$ cat src/rtl/div16_8_seq_if.sv
// Operand/result handshake bundle for the sequential 2W/W unsigned divider.
interface div16_8_seq_if #(
  parameter int unsigned WIDTH = 8
);
  logic                 in_valid;
  logic                 in_ready;
  logic [2*WIDTH-1:0]   in_dividend;
  logic [WIDTH-1:0]     in_divisor;
  logic                 out_valid;
  logic                 out_ready;
  logic [WIDTH-1:0]     out_quot;
  logic [WIDTH-1:0]     out_rem;
  logic                 out_dbz;
  logic                 out_ovf;

  // Producer of operands / consumer of results.
  modport master (
    output in_valid, in_dividend, in_divisor, out_ready,
    input  in_ready, out_valid, out_quot, out_rem, out_dbz, out_ovf
  );

  // The divider itself.
  modport slave (
    input  in_valid, in_dividend, in_divisor, out_ready,
    output in_ready, out_valid, out_quot, out_rem, out_dbz, out_ovf
  );
endinterface

$ cat src/rtl/div16_8_seq.sv
// Sequential unsigned restoring divider: 2*WIDTH-bit dividend by WIDTH-bit
// divisor, one quotient bit per clock, one operation in flight.
// Divide-by-zero and quotient overflow are resolved at acceptance.
module div16_8_seq #(
  parameter int unsigned WIDTH = 8
) (
  input  logic         clk,
  input  logic         rst_n,
  div16_8_seq_if.slave bus
);

  localparam int unsigned CNT_W = $clog2(WIDTH) + 1;

  typedef enum logic [1:0] {
    IDLE,
    BUSY,
    DONE
  } state_t;

  state_t             state;
  // The partial remainder always stays below the divisor, so WIDTH bits hold it;
  // the extra bit only exists transiently in the trial value below.
  logic [WIDTH-1:0]   rem_r;
  logic [WIDTH-1:0]   dvd_sr;
  logic [WIDTH-1:0]   div_r;
  logic [WIDTH-1:0]   quo_sr;
  logic [CNT_W-1:0]   cnt;

  logic [WIDTH:0]     step_t;
  logic               step_ge;
  logic [WIDTH-1:0]   step_rem;
  logic [WIDTH-1:0]   step_quo;
  logic [WIDTH-1:0]   acc_hi;
  logic [WIDTH-1:0]   acc_lo;
  logic               accept;

  assign bus.in_ready = (state == IDLE);
  assign accept       = bus.in_valid && (state == IDLE);
  assign acc_hi       = bus.in_dividend[2*WIDTH-1:WIDTH];
  assign acc_lo       = bus.in_dividend[WIDTH-1:0];

  // One restoring step: shift in the next dividend bit and try a subtract.
  always_comb begin
    step_t   = {rem_r, dvd_sr[WIDTH-1]};
    step_ge  = (step_t >= {1'b0, div_r});
    step_rem = step_t[WIDTH-1:0];
    if (step_ge) begin
      step_rem = WIDTH'(step_t - {1'b0, div_r});
    end
    step_quo = {quo_sr[WIDTH-2:0], step_ge};
  end

  // Control FSM with registered result/flag outputs.
  always_ff @(posedge clk or negedge rst_n) begin
    if (!rst_n) begin
      state         <= IDLE;
      rem_r         <= '0;
      dvd_sr        <= '0;
      div_r         <= '0;
      quo_sr        <= '0;
      cnt           <= '0;
      bus.out_valid <= 1'b0;
      bus.out_quot  <= '0;
      bus.out_rem   <= '0;
      bus.out_dbz   <= 1'b0;
      bus.out_ovf   <= 1'b0;
    end else begin
      unique case (state)
        IDLE: begin
          if (accept) begin
            div_r <= bus.in_divisor;
            if (bus.in_divisor == '0) begin
              state         <= DONE;
              bus.out_valid <= 1'b1;
              bus.out_quot  <= '1;
              bus.out_rem   <= acc_lo;
              bus.out_dbz   <= 1'b1;
              bus.out_ovf   <= 1'b0;
            end else if (acc_hi >= bus.in_divisor) begin
              state         <= DONE;
              bus.out_valid <= 1'b1;
              bus.out_quot  <= '1;
              bus.out_rem   <= '0;
              bus.out_dbz   <= 1'b0;
              bus.out_ovf   <= 1'b1;
            end else begin
              state  <= BUSY;
              rem_r  <= acc_hi;
              dvd_sr <= acc_lo;
              quo_sr <= '0;
              cnt    <= '0;
            end
          end
        end

        BUSY: begin
          rem_r  <= step_rem;
          quo_sr <= step_quo;
          dvd_sr <= {dvd_sr[WIDTH-2:0], 1'b0};
          cnt    <= cnt + 1'b1;
          if (cnt == CNT_W'(WIDTH - 1)) begin
            state         <= DONE;
            bus.out_valid <= 1'b1;
            bus.out_quot  <= step_quo;
            bus.out_rem   <= step_rem;
            bus.out_dbz   <= 1'b0;
            bus.out_ovf   <= 1'b0;
          end
        end

        DONE: begin
          if (bus.out_ready) begin
            state         <= IDLE;
            bus.out_valid <= 1'b0;
          end
        end

        default: begin
          state         <= IDLE;
          bus.out_valid <= 1'b0;
        end
      endcase
    end
  end

endmodule

$ cat src/flat_wrapper.sv
// flat-port wrapper written by rule: the top's interface ports become plain ports
module div16_8_seq_flat 
#(
  parameter int unsigned WIDTH = 8
)
  (clk, rst_n, bus_in_valid, bus_in_dividend, bus_in_divisor, bus_out_ready, bus_in_ready, bus_out_valid, bus_out_quot, bus_out_rem, bus_out_dbz, bus_out_ovf);
  div16_8_seq_if #(.WIDTH(WIDTH)) bus_i ();
  input  logic clk;
  input  logic rst_n;
  input wire logic [$bits(bus_i.in_valid)-1:0] bus_in_valid;
  input wire logic [$bits(bus_i.in_dividend)-1:0] bus_in_dividend;
  input wire logic [$bits(bus_i.in_divisor)-1:0] bus_in_divisor;
  input wire logic [$bits(bus_i.out_ready)-1:0] bus_out_ready;
  output wire logic [$bits(bus_i.in_ready)-1:0] bus_in_ready;
  output wire logic [$bits(bus_i.out_valid)-1:0] bus_out_valid;
  output wire logic [$bits(bus_i.out_quot)-1:0] bus_out_quot;
  output wire logic [$bits(bus_i.out_rem)-1:0] bus_out_rem;
  output wire logic [$bits(bus_i.out_dbz)-1:0] bus_out_dbz;
  output wire logic [$bits(bus_i.out_ovf)-1:0] bus_out_ovf;
  assign bus_i.in_valid = bus_in_valid;
  assign bus_i.in_dividend = bus_in_dividend;
  assign bus_i.in_divisor = bus_in_divisor;
  assign bus_i.out_ready = bus_out_ready;
  assign bus_in_ready = bus_i.in_ready;
  assign bus_out_valid = bus_i.out_valid;
  assign bus_out_quot = bus_i.out_quot;
  assign bus_out_rem = bus_i.out_rem;
  assign bus_out_dbz = bus_i.out_dbz;
  assign bus_out_ovf = bus_i.out_ovf;
  div16_8_seq #(.WIDTH(WIDTH)) u_core (.clk(clk), .rst_n(rst_n), .bus(bus_i));
endmodule
$ cat config.mk
export PLATFORM = sky130hd
export DESIGN_NAME = div16_8_seq_flat
export DESIGN_NICKNAME = d
export VERILOG_FILES = /design/src/rtl/div16_8_seq_if.sv /design/src/rtl/div16_8_seq.sv /design/src/flat_wrapper.sv
export SDC_FILE = /design/constraint.sdc
export NUM_CORES = 1
export LEC_CHECK = 0
export CAP_MARGIN = 20
export CELL_PAD_IN_SITES_DETAIL_PLACEMENT = 1
export CELL_PAD_IN_SITES_GLOBAL_PLACEMENT = 1
export CORE_ASPECT_RATIO = 0.7
export CORE_MARGIN = 5
export CORE_UTILIZATION = 39
export CTS_BUF_LIST = sky130_fd_sc_hd__clkbuf_8
export DETAILED_ROUTE_END_ITERATION = 6
export PLACE_DENSITY = 0.77
export SETUP_SLACK_MARGIN = 0.4
export SLEW_MARGIN = 15
export SYNTH_ARGS = -nofsm -noshare
export SYNTH_HDL_FRONTEND = slang
export SYNTH_SLANG_ARGS = --single-unit
$ cat constraint.sdc
create_clock -name clk -period 2.3 [get_ports clk]
set_input_delay 0.345 -clock clk [delete_from_list [all_inputs] [get_ports clk]]
set_output_delay 0.345 -clock clk [all_outputs]
set_load 0.02 [all_outputs]
==> results.md, run 1 <==
* ANT cells at 0
* Most frequent cells in the layout: buf_4, dfrtp_1, nand2_1
* Final Util at 64.0%
* Commonest non-fill, non-tap cell in the layout: buf_4
* IO buf count at 47
* Startpoint Class: register
* Total Die Area at 0.0101 sq mm
* Sequential fraction of the synthesis area at 44.1%
* Nets at 488
* Slew HR at 62.8%
* Hold Crit Class: in -> reg
* Fmax at 0.442 GHz
* Top cells by area, synth: dfrtp_1, mux2i_1, ha_1
* Async set or reset register ratio after synthesis at 100%
* Area share of the leading cell type in the synthesized netlist at 44.1%
* Setup WS post-layout at 0.0386 ns
* Initial Util at 40.2%
* Skew final at 0.0151 ns
* Cells on worst reg2reg path at 9
* Synthesized flop and latch total at 56
* Setup Viol. Count Final at 0
* First DRT Iteration DRCs at 190
* Number of global-route vias before repair at 3110
* Post-synthesis cell area at 0.00318 sq mm
* Post-synth EDFFs at 0
* Die H at 85.5 microns
* Crit. End Element: register
* Mean Syn Cell Area at 9.66 sq um
* CTS sink cnt at 56
* Warnings, synthesis at 0
* Placed cells at 495
* Final Critical Period at 2.26 ns
* Number of fill cells in the layout at 844
* Clock-pin slew on the worst setup and hold paths at 0.11 ns
* Min Hold Slack at 0.378 ns
* CTS Buf Count at 5
* Core area at 0.00791 sq mm
* IO Count at 48
* Syn_nets at 375
* Tcrit/Tclk final at 98.3%
* CP Data Arrival Time at 2.49 ns
* Worst Path Class, Setup: reg -> reg
* Tightest Pin Transition at 0.557 ns
* Post-synth top flop: dfrtp_1
* Largest fanout on the critical path at 3
* Total wire length at 13.2 mm
* Total vias in the final route at 3069
* Data required, critical path at 2.53 ns
* Avg WL per Cell at 24.3 microns
* Slew Limit Fails at 0
* R2R setup slack at 0.04 ns
* Final Wtd Congestion at 0.889
* CTS max path bufs at 2
* Placement Setup Slack at -0.534 ns
* Via/cell ratio at 5.64
* Initial antenna violation count at 0
* Std-Cell Rows at 27
* Crit path launch: u_core.div_r[0]$_DFFE_PN0P_
* H-tree depth at 2
* Maxcap violations at 0
* Non-filler cells, final at 544
* Synth area leader: dfrtp_1
* CTS root buf: clkbuf_8
* GRT Total Usage at 21.5%
* Congestion Overflow GR at 0
* Fin. Hold Viols at 0
* Worst setup path endpoint: u_core.bus.out_rem[6]$_DFFE_PN0P_
* CTS tree: yes
* Pleak at 2.18 nW
* Final ANT Viol Nets at 0
* Post-route cell area at 0.00506 sq mm
* Area growth syn-to-layout at 59.3%
* Pin count of the biggest net entering global routing at 39
* Placement Cell Area at 0.00405 sq mm
* DR pass1 iterations at 5
* Mapped Cells at 329
* Peak VDD IR at 0.808 mV
* Reg2reg end: u_core.bus.out_rem[6]$_DFFE_PN0P_
* Synth cell types at 45
* HPWL Detailed at 6.75 mm
* Status: finished, final reports clean
* Worst skew pair latency at 0.32 ns
* Die W at 118 microns
* Hold Startpoint: bus_in_divisor[5]
* Layout cells sized above 1 at 47.2%
* FF-to-FF Start: u_core.div_r[0]$_DFFE_PN0P_
* Pwr per Cell Area at 1750 mW/mm^2
* DRC Markers at 0
* First-pass GRT wire length at 17.2 mm
* Unrepaired setup endpoints after global routing: yes
## how the worst min path moves through the flow
stage	cells past startpoint	to
after CTS	4	u_core.div_r[4]$_DFFE_PN0P_
after floorplan	0	u_core.bus.out_dbz$_DFFE_PN0P_
after global placement	1	u_core.div_r[5]$_DFFE_PN0P_
after global routing	4	u_core.div_r[5]$_DFFE_PN0P_
after detailed placement	1	u_core.div_r[5]$_DFFE_PN0P_
final	4	u_core.div_r[5]$_DFFE_PN0P_
## metal layers
metal  vias to the layer above  track usage [%]  wire [microns]
met3                        22             4.28             624
met1                      1582             28.4            5880
met5                         -                0               0
met2                       106             37.3            6480
li1                       1359                -               -
met4                         0             3.85             223
## sequential cells by signal (all words and copies together) (netlist names)
signal / cells
u_core.bus.out_dbz: 1
u_core.bus.out_ovf: 1
u_core.bus.out_quot: 8
u_core.bus.out_rem: 8
u_core.bus.out_valid: 1
u_core.cnt: 4
u_core.div_r: 8
u_core.dvd_sr: 8
u_core.quo_sr: 7
u_core.rem_r: 8
u_core.state: 2
## repair_timing
| action | 4_1_cts | 5_1_grt |
|---|---|---|
| resized for setup | 130 | 53 |
| hold buffers | 1 | 0 |
| setup buffers | 15 | 17 |
| setup endpoints to repair | 49 | 46 |
| hold endpoints to repair | 18 | 0 |
| pin swaps | 27 | 27 |
| cloned | 3 | 5 |
## report_power, final
| group | total, mW | switching [mW] | internal, mW |
|---|---|---|---|
| Clock | 0.676 | 0.353 | 0.323 |
| Sequential | 1.87 | 0.407 | 1.46 |
| Combinational | 6.34 | 3.32 | 3.01 |
## layout make-up
type	instances	area [sq um]	area share (%)
Clock inverter	3	42.5	0.840
Clock buffer	5	68.8	1.36
Multi-Input combinational cell	237	2140	42.2
Inverter	21	86.3	1.71
Tap cell	101	126	2.50
Timing Repair Buffer	121	1190	23.6
Sequential cell	56	1410	27.8
## cells in the mapped netlist (3+ instances only)
cell type  number
clkbuf_1        7
nand3_1        12
nand2b_1        6
inv_1          21
a21oi_1        11
o21ai_0        27
nor2_1         35
a21o_1          4
nand2_1        40
o211ai_1        3
nor2b_1         3
o21ai_1         5
a21oi_2        10
buf_6           5
a31oi_1         6
dfrtp_1        56
mux2i_1        26
xnor2_1         3
or4_4           3
ha_1           17
## through the flow
step / setup TNS (ns) / power [mW]
final: 0 / 8.88
after global routing: -0.179 / 9.28
after CTS: 0 / 7.62
after detailed placement: -18.83 / 5.58
after global placement: -16.88 / 5.39
after floorplan: 0 / 4.26
## worst max-delay path, stage by stage, from the launching register on
cell,delay [ns]
dfrtp_1,0.45
ha_4,0.20
fa_2,0.35
nand2b_4,0.18
a2111oi_4,0.34
a311oi_2,0.08
nor2_1,0.14
o21ai_1,0.09
buf_4,0.17
a31oi_1,0.18
## logic make-up after synthesis
family,Yosys count,share of synthesized area [%]
simple gates,108,15.8
xor+xnor,5,1.38
fa+ha+maj,18,7.32
mux,28,9.02
flops,56,44.1
compound gates,77,15.8
buf+inv,37,6.57
No activity file was read; power rests on OpenSTA's default activity.
==> run 2: changes to the inputs <==
CORE_UTILIZATION = 43   (was 39)
PLACE_DENSITY = 0.81   (was 0.77)
clock period = 2.5 ns   (was 2.3 ns; I/O delays follow)
==> run 2 against run 1 <==
Against the previous run:
- total power is 13% lower
- clock skew increased by 0.0021 ns
- routed wire length is 1.5% higher
- combinational power is 17% lower
- final area down 6.0%
- worst hold slack lost 0.0075 ns
- sequential share of layout area is 1.7 points higher
- via count grew 0.29%
- die area decreased by 8.4%
- global-route usage grew 4.4 points
- sequential cell count unchanged
- sequential power shrank 7%
==> results.md, run 2 (same netlist as run 1, synthesis figures left out) <==
* Final Critical Period at 2.29 ns
* CTS Buf Count at 5 (unchanged)
* Worst skew pair latency at 0.33 ns (about the same)
* FF-to-FF Start: u_core.dvd_sr[7]$_DFFE_PN0P_
* Number of fill cells in the layout at 764 (-9.5%)
* Worst setup path endpoint: u_core.dvd_sr[5]$_DFFE_PN0P_
* Pin count of the biggest net entering global routing at 37 (-5.1%)
* Layout cells sized above 1 at 39.4% (-7.8 points)
* Pwr per Cell Area at 1620 mW/mm^2 (-7.8%)
* Die W at 113 microns (-4.4%)
* Clock-pin slew on the worst setup and hold paths at 0.11 ns (about the same)
* Placed cells at 491 (-0.81%)
* Unrepaired setup endpoints after global routing: yes
* Congestion Overflow GR at 0 (unchanged)
* Final ANT Viol Nets at 0 (unchanged)
* Placement Setup Slack at -0.439 ns (+0.0949 ns)
* GRT Total Usage at 25.9% (+4.4 points)
* Std-Cell Rows at 26 (-3.7%)
* IO buf count at 47 (unchanged)
* Slew HR at 31.7% (-31 points)
* DRC Markers at 0 (unchanged)
* Avg WL per Cell at 25.7 microns (+5.7%)
* Core area at 0.00725 sq mm (-8.2%)
* IO Count at 48 (unchanged)
* H-tree depth at 2 (unchanged)
* Via/cell ratio at 5.90 (+4.5%)
* Pleak at 2.07 nW (-5.0%)
* Die H at 81.9 microns (-4.2%)
* CTS max path bufs at 2 (unchanged)
* Maxcap violations at 0 (unchanged)
* Pwr Total at 7.70 mW (-13%)
* First DRT Iteration DRCs at 234 (+23%)
* HPWL Detailed at 6.77 mm (+0.28%)
* First-pass GRT wire length at 18.3 mm (+5.9%)
* R2R setup slack at 0.24 ns (+0.20 ns)
* Fmax at 0.437 GHz
* Skew final at 0.0173 ns (+0.00214 ns)
* Non-filler cells, final at 522 (-4.0%)
* Tightest Pin Transition at 1.02 ns (+0.466 ns)
* Area growth syn-to-layout at 49.7%
* Fin. Hold Viols at 0 (unchanged)
* ANT cells at 0 (unchanged)
* Crit path launch: bus_in_dividend[13]
* Slew Limit Fails at 0 (unchanged)
* Status: finished, final reports clean
* CP Data Arrival Time at 2.48 ns (about the same)
* Reg2reg end: u_core.bus.out_rem[4]$_DFFE_PN0P_
* Placement Cell Area at 0.00397 sq mm (-1.8%)
* Most frequent cells in the layout: dfrtp_1, buf_4, nand2_1
* Setup WS post-layout at 0.210 ns (+0.171 ns)
* Cells on worst reg2reg path at 9 (unchanged)
* Commonest non-fill, non-tap cell in the layout: dfrtp_1
* Min Hold Slack at 0.370 ns (-0.00748 ns)
* Initial antenna violation count at 0 (unchanged)
* Initial Util at 43.8% (+3.6 points)
* CTS tree: yes
* Total Die Area at 0.00924 sq mm (-8.4%)
* Total wire length at 13.4 mm (+1.5%)
* Tcrit/Tclk final at 91.6%
* DR pass1 iterations at 5 (unchanged)
* CTS sink cnt at 56 (unchanged)
* Final Util at 65.6% (+1.5 points)
* Worst Path Class, Setup: in -> reg
* Data required, critical path at 2.69 ns (+0.16 ns)
* Post-route cell area at 0.00476 sq mm (-6.0%)
* Hold Crit Class: in -> reg
* Peak VDD IR at 0.893 mV (+11%)
* Number of global-route vias before repair at 3249 (+4.5%)
* Setup Viol. Count Final at 0 (unchanged)
* Setup_tns at 0 ns (unchanged)
* Largest fanout on the critical path at 7 (+4)
* Crit. End Element: register
* Nets at 470 (-3.7%)
* Final Wtd Congestion at 0.836 (-5.9%)
* Startpoint Class: primary input
* Total vias in the final route at 3078 (+0.29%)
* CTS root buf: clkbuf_8
## run 2: cell types whose count changed in the layout (fill, tap and decap cells not counted), moves of 4 or more
cell / before / now
inv_2: 10 / 6
clkbuf_2: 0 / 6
buf_2: 12 / 6
nor2_2: 6 / 2
inv_1: 9 / 13
buf_4: 54 / 42
nor2_1: 28 / 34
## run 2: where the power goes
group          leakage [nW]  internal [mW]  switching (mW)  total (mW)
combinational          1.33           2.31            2.93        5.24
sequential            0.676           1.34           0.392        1.73
clock                0.0642          0.395           0.334       0.729
## run 2: how the worst min path moves through the flow
stage	start	endpoint	slack, ns	cells past startpoint
global route	bus_in_dividend[9]	u_core.rem_r[1]$_DFFE_PN0P_	0.39	3
finish	bus_in_dividend[9]	u_core.rem_r[1]$_DFFE_PN0P_	0.37	3
detailed placement	rst_n	u_core.quo_sr[1]$_DFFE_PN0P_	0.26	1
global placement	rst_n	u_core.quo_sr[1]$_DFFE_PN0P_	0.26	1
floorplan	rst_n	u_core.bus.out_dbz$_DFFE_PN0P_	0.08	0
CTS	bus_in_dividend[9]	u_core.rem_r[1]$_DFFE_PN0P_	0.37	3
## run 2: worst max-delay path: stages
cell	delay (ns)
clkdlybuf4s15_1	0.22
ha_1	0.31
and3_4	0.17
nand3_2	0.08
o21ai_2	0.07
or4_4	0.66
buf_12	0.18
buf_16	0.13
mux2i_1	0.18
o21ai_1	0.10
## run 2: cell type report
class                      count  area [sq um]  share of cell area (%)
sequential                    56          1400                    29.5
clock buffer                   5          68.8                    1.45
tap                           98           123                    2.58
timing repair buffer         104          1000                    21.0
inverter                      21          86.3                    1.81
clock inverter                 2          60.1                    1.26
multi-input combinational    236          2020                    42.4
## run 2: timing repair
action	CTS	global route
hold buffers	1	0
buffers inserted	11	8
hold endpoints to repair	9	0
cloned	3	1
gates resized for setup	89	67
setup endpoints to repair	48	40
pin swaps	13	19
## run 2: routing by layer
layer | up-vias | GRT usage [%] | share of wire (%)
li1 | 1322 | - | -
met1 | 1543 | 32.6 | 42
met2 | 159 | 45.8 | 47
met3 | 52 | 5.38 | 7.0
met4 | 2 | 6.72 | 4.1
met5 | - | 0 | 0.36
==> run 3: changes to the inputs <==
CELL_PAD_IN_SITES_DETAIL_PLACEMENT = 2   (was 1)
CELL_PAD_IN_SITES_GLOBAL_PLACEMENT = 2   (was 1)
CORE_MARGIN = not set   (was 5)
CORE_UTILIZATION = 35   (was 43)
==> run 3 against run 2 <==
Against the previous run:
- combinational power increased by 14%
- count of clock-buffer cells in the layout unchanged
- first-iteration DRC count decreased by 19%
- die area increased by 2.5%
- final area increased by 2.8%
- setup slack got worse by 0.11 ns
- sequential share of layout area decreased by 0.72 points
- critical path type is now reg -> reg
==> results.md, run 3 (same netlist as run 1, synthesis figures left out) <==
* Number of global-route vias before repair at 3269 (+0.62%)
* Slew HR at 27.3% (-4.5 points)
* Setup WS post-layout at 0.0967 ns (-0.113 ns)
* ANT cells at 0 (unchanged)
* Slew Limit Fails at 0 (unchanged)
* Die H at 81.7 microns (-0.24%)
* H-tree depth at 2 (unchanged)
* Avg WL per Cell at 29.8 microns (+16%)
* First DRT Iteration DRCs at 190 (-19%)
* Fin. Hold Viols at 0 (unchanged)
* IO buf count at 47 (unchanged)
* Placement Setup Slack at -0.458 ns (-0.0185 ns)
* FF-to-FF Start: u_core.dvd_sr[7]$_DFFE_PN0P_
* Psw at 4.15 mW (+14%)
* Pin count of the biggest net entering global routing at 57 (+54%)
* Core area at 0.00862 sq mm (+19%)
* Via/cell ratio at 5.66 (-3.9%)
* Skew final at 0.0159 ns (-0.00134 ns)
* Reg2reg end: u_core.bus.out_rem[6]$_DFFE_PN0P_
* Non-filler cells, final at 549 (+5.2%)
* Tcrit/Tclk final at 96.1% (+4.5 points)
* Largest fanout on the critical path at 3 (-4)
* Flop pwr share at 21.3% (-1.2 points)
* First-pass GRT wire length at 19.0 mm (+4.1%)
* GRT Total Usage at 28.0% (+2.1 points)
* Nets at 474 (+0.85%)
* Clock Power Share at 7.8% (-1.7 points)
* Data required, critical path at 2.75 ns (+0.06 ns)
* CTS Buf Count at 5 (unchanged)
* CTS root buf: clkbuf_8
* Commonest non-fill, non-tap cell in the layout: dfrtp_1
* Final Wtd Congestion at 0.752 (-10%)
* Initial Util at 36.9% (-6.9 points)
* Pleak at 2.10 nW (+1.2%)
* Final Util at 56.7% (-8.9 points)
* CTS tree: yes
* Congestion Overflow GR at 0 (unchanged)
* Startpoint Class: register
* Std-Cell Rows at 28 (+7.7%)
* Unrepaired setup endpoints after global routing: yes
* HPWL Detailed at 7.59 mm (+12%)
* Area growth syn-to-layout at 53.8%
* Crit-path max cell delay at 0.43 ns (-0.23 ns)
* Maxcap violations at 0 (unchanged)
* Number of fill cells in the layout at 844 (+10%)
* Cell chain of the critical path: inv_2 > ha_4 > fa_2 > nand2b_4 > a2111oi_4 > a311oi_2 > nor2_1 > o21ai_1 > buf_4 > a31oi_4
* R2R setup slack at 0.1 ns (-0.14 ns)
* Initial antenna violation count at 1 (+1)
* Worst skew pair latency at 0.34 ns (about the same)
* Number of hold buffers added after cts at 0 (-1)
* Total wire length at 16.3 mm (+22%)
* Hold Crit Class: in -> async
* Clock-pin slew on the worst setup and hold paths at 0.12 ns (about the same)
* Die W at 116 microns (+2.8%)
* Worst Path Class, Setup: reg -> reg
* Cells on worst reg2reg path at 10 (+1)
* Final ANT Viol Nets at 0 (unchanged)
* Pwr per Cell Area at 1720 mW/mm^2 (+6.6%)
* Setup Viol. Count Final at 0 (unchanged)
* CP Data Arrival Time at 2.66 ns (+0.18 ns)
* Crit. End Element: register
* Tightest Pin Transition at 1.09 ns (+0.0672 ns)
* DR pass1 iterations at 4 (-1)
* Status: finished, final reports clean
* IO Count at 48 (unchanged)
* Placed cells at 513 (+4.5%)
* Power Internal at 4.28 mW (+5.8%)
* Fmax at 0.416 GHz (-4.7%)
* Sw Ratio at 49.2% (+1.8 points)
* Total vias in the final route at 3110 (+1.0%)
* Final Critical Period at 2.40 ns (+0.113 ns)
* CTS max path bufs at 2 (unchanged)
* CTS sink cnt at 56 (unchanged)
* Combinational power share at 70.9% (+2.9 points)
* Slowest CP cell: a2111oi_4
* Total Die Area at 0.00947 sq mm (+2.5%)
* Peak VDD IR at 0.695 mV (-22%)
* Layout cells sized above 1 at 40.8% (+1.4 points)
* Most frequent cells in the layout: dfrtp_1, buf_4, nand2_1
* DRC Markers at 0 (unchanged)
run 3: changes by cell type in the layout (fill, tap and decap cells not counted), sizes merged:
cell         previous run  this run
bufinv                  2         1
clkinv                  1         2
buf                    63        67
clkbuf                 12        13
clkinvlp                0         1
dlygate4sd3             1         0
run 3: per-layer routing:
metal  global-route usage [%]  up-vias  wire length [microns]
met3                     6.05       51                   1090
met5                        0        -                      0
li1                         -     1329                      -
met1                     33.8     1590                   6870
met4                     10.1        0                    616
met2                     49.4      140                   7760
run 3: worst max path at each step:
stage                                  from                                 to  slack [ns]
2_1_floorplan           bus_in_dividend[10]        u_core.rem_r[2]$_DFFE_PN0P_        0.36
6_report       u_core.dvd_sr[7]$_DFFE_PN0P_  u_core.bus.out_rem[6]$_DFFE_PN0P_         0.1
3_3_place_gp              bus_in_divisor[2]       u_core.dvd_sr[2]$_DFFE_PN0P_       -0.33
3_5_place_dp              bus_in_divisor[2]        u_core.rem_r[6]$_DFFE_PN0P_       -0.46
4_1_cts         u_core.div_r[0]$_DFFE_PN0P_  u_core.bus.out_rem[6]$_DFFE_PN0P_        0.29
5_1_grt        u_core.dvd_sr[7]$_DFFE_PN0P_  u_core.bus.out_rem[6]$_DFFE_PN0P_        0.07
run 3: cell type report:
class	count	area (sq um)	area share, %
multi-input cells	236	2100	43.0
flip-flops and latches	56	1410	28.8
repair buffers	108	1030	21.1
well taps	120	150	3.07
inverters	21	86.3	1.77
clock buffers	5	68.8	1.41
clock inverters	3	42.5	0.870
run 3: power groups by stage:
stage | combinational, mW | sequential, mW | clock (mW)
after floorplan | 2.08 | 1.74 | 0
after global placement | 3.25 | 1.63 | 0
after detailed placement | 3.45 | 1.66 | 0
after CTS | 4.10 | 1.66 | 0.643
after global routing | 6.19 | 1.82 | 0.699
final | 5.98 | 1.80 | 0.658
run 3: critical path: cells and delay by family, from the launching register on:
family / cells / cell delay, ns
buffers and inverters: 2 / 0.25
adders and majority gates: 2 / 0.53
AOI/OAI and AO/OA: 4 / 0.78
DFF: 1 / 0.40
and+or+nand+nor: 2 / 0.37
run 3: repair_timing:
| action | 4_1_cts | 5_1_grt |
|---|---|---|
| buffers inserted | 9 | 15 |
| resized for setup | 83 | 80 |
| endpoints found under the setup margin | 48 | 36 |
| gates cloned | 2 | 2 |
| pin swaps | 15 | 28 |
run 3: stage by stage:
stage	power (mW)	hold WS [ns]	cell area [sq um]	TNS [ns]
6_report	8.43	0.00803	4890	0
3_3_place_gp	4.87	0.412	4030	-9.29
4_1_cts	6.41	0.0585	4410	0
5_1_grt	8.70	0.0362	4890	0
3_5_place_dp	5.12	0.411	4030	-13.22
2_1_floorplan	3.82	0.0794	3240	0
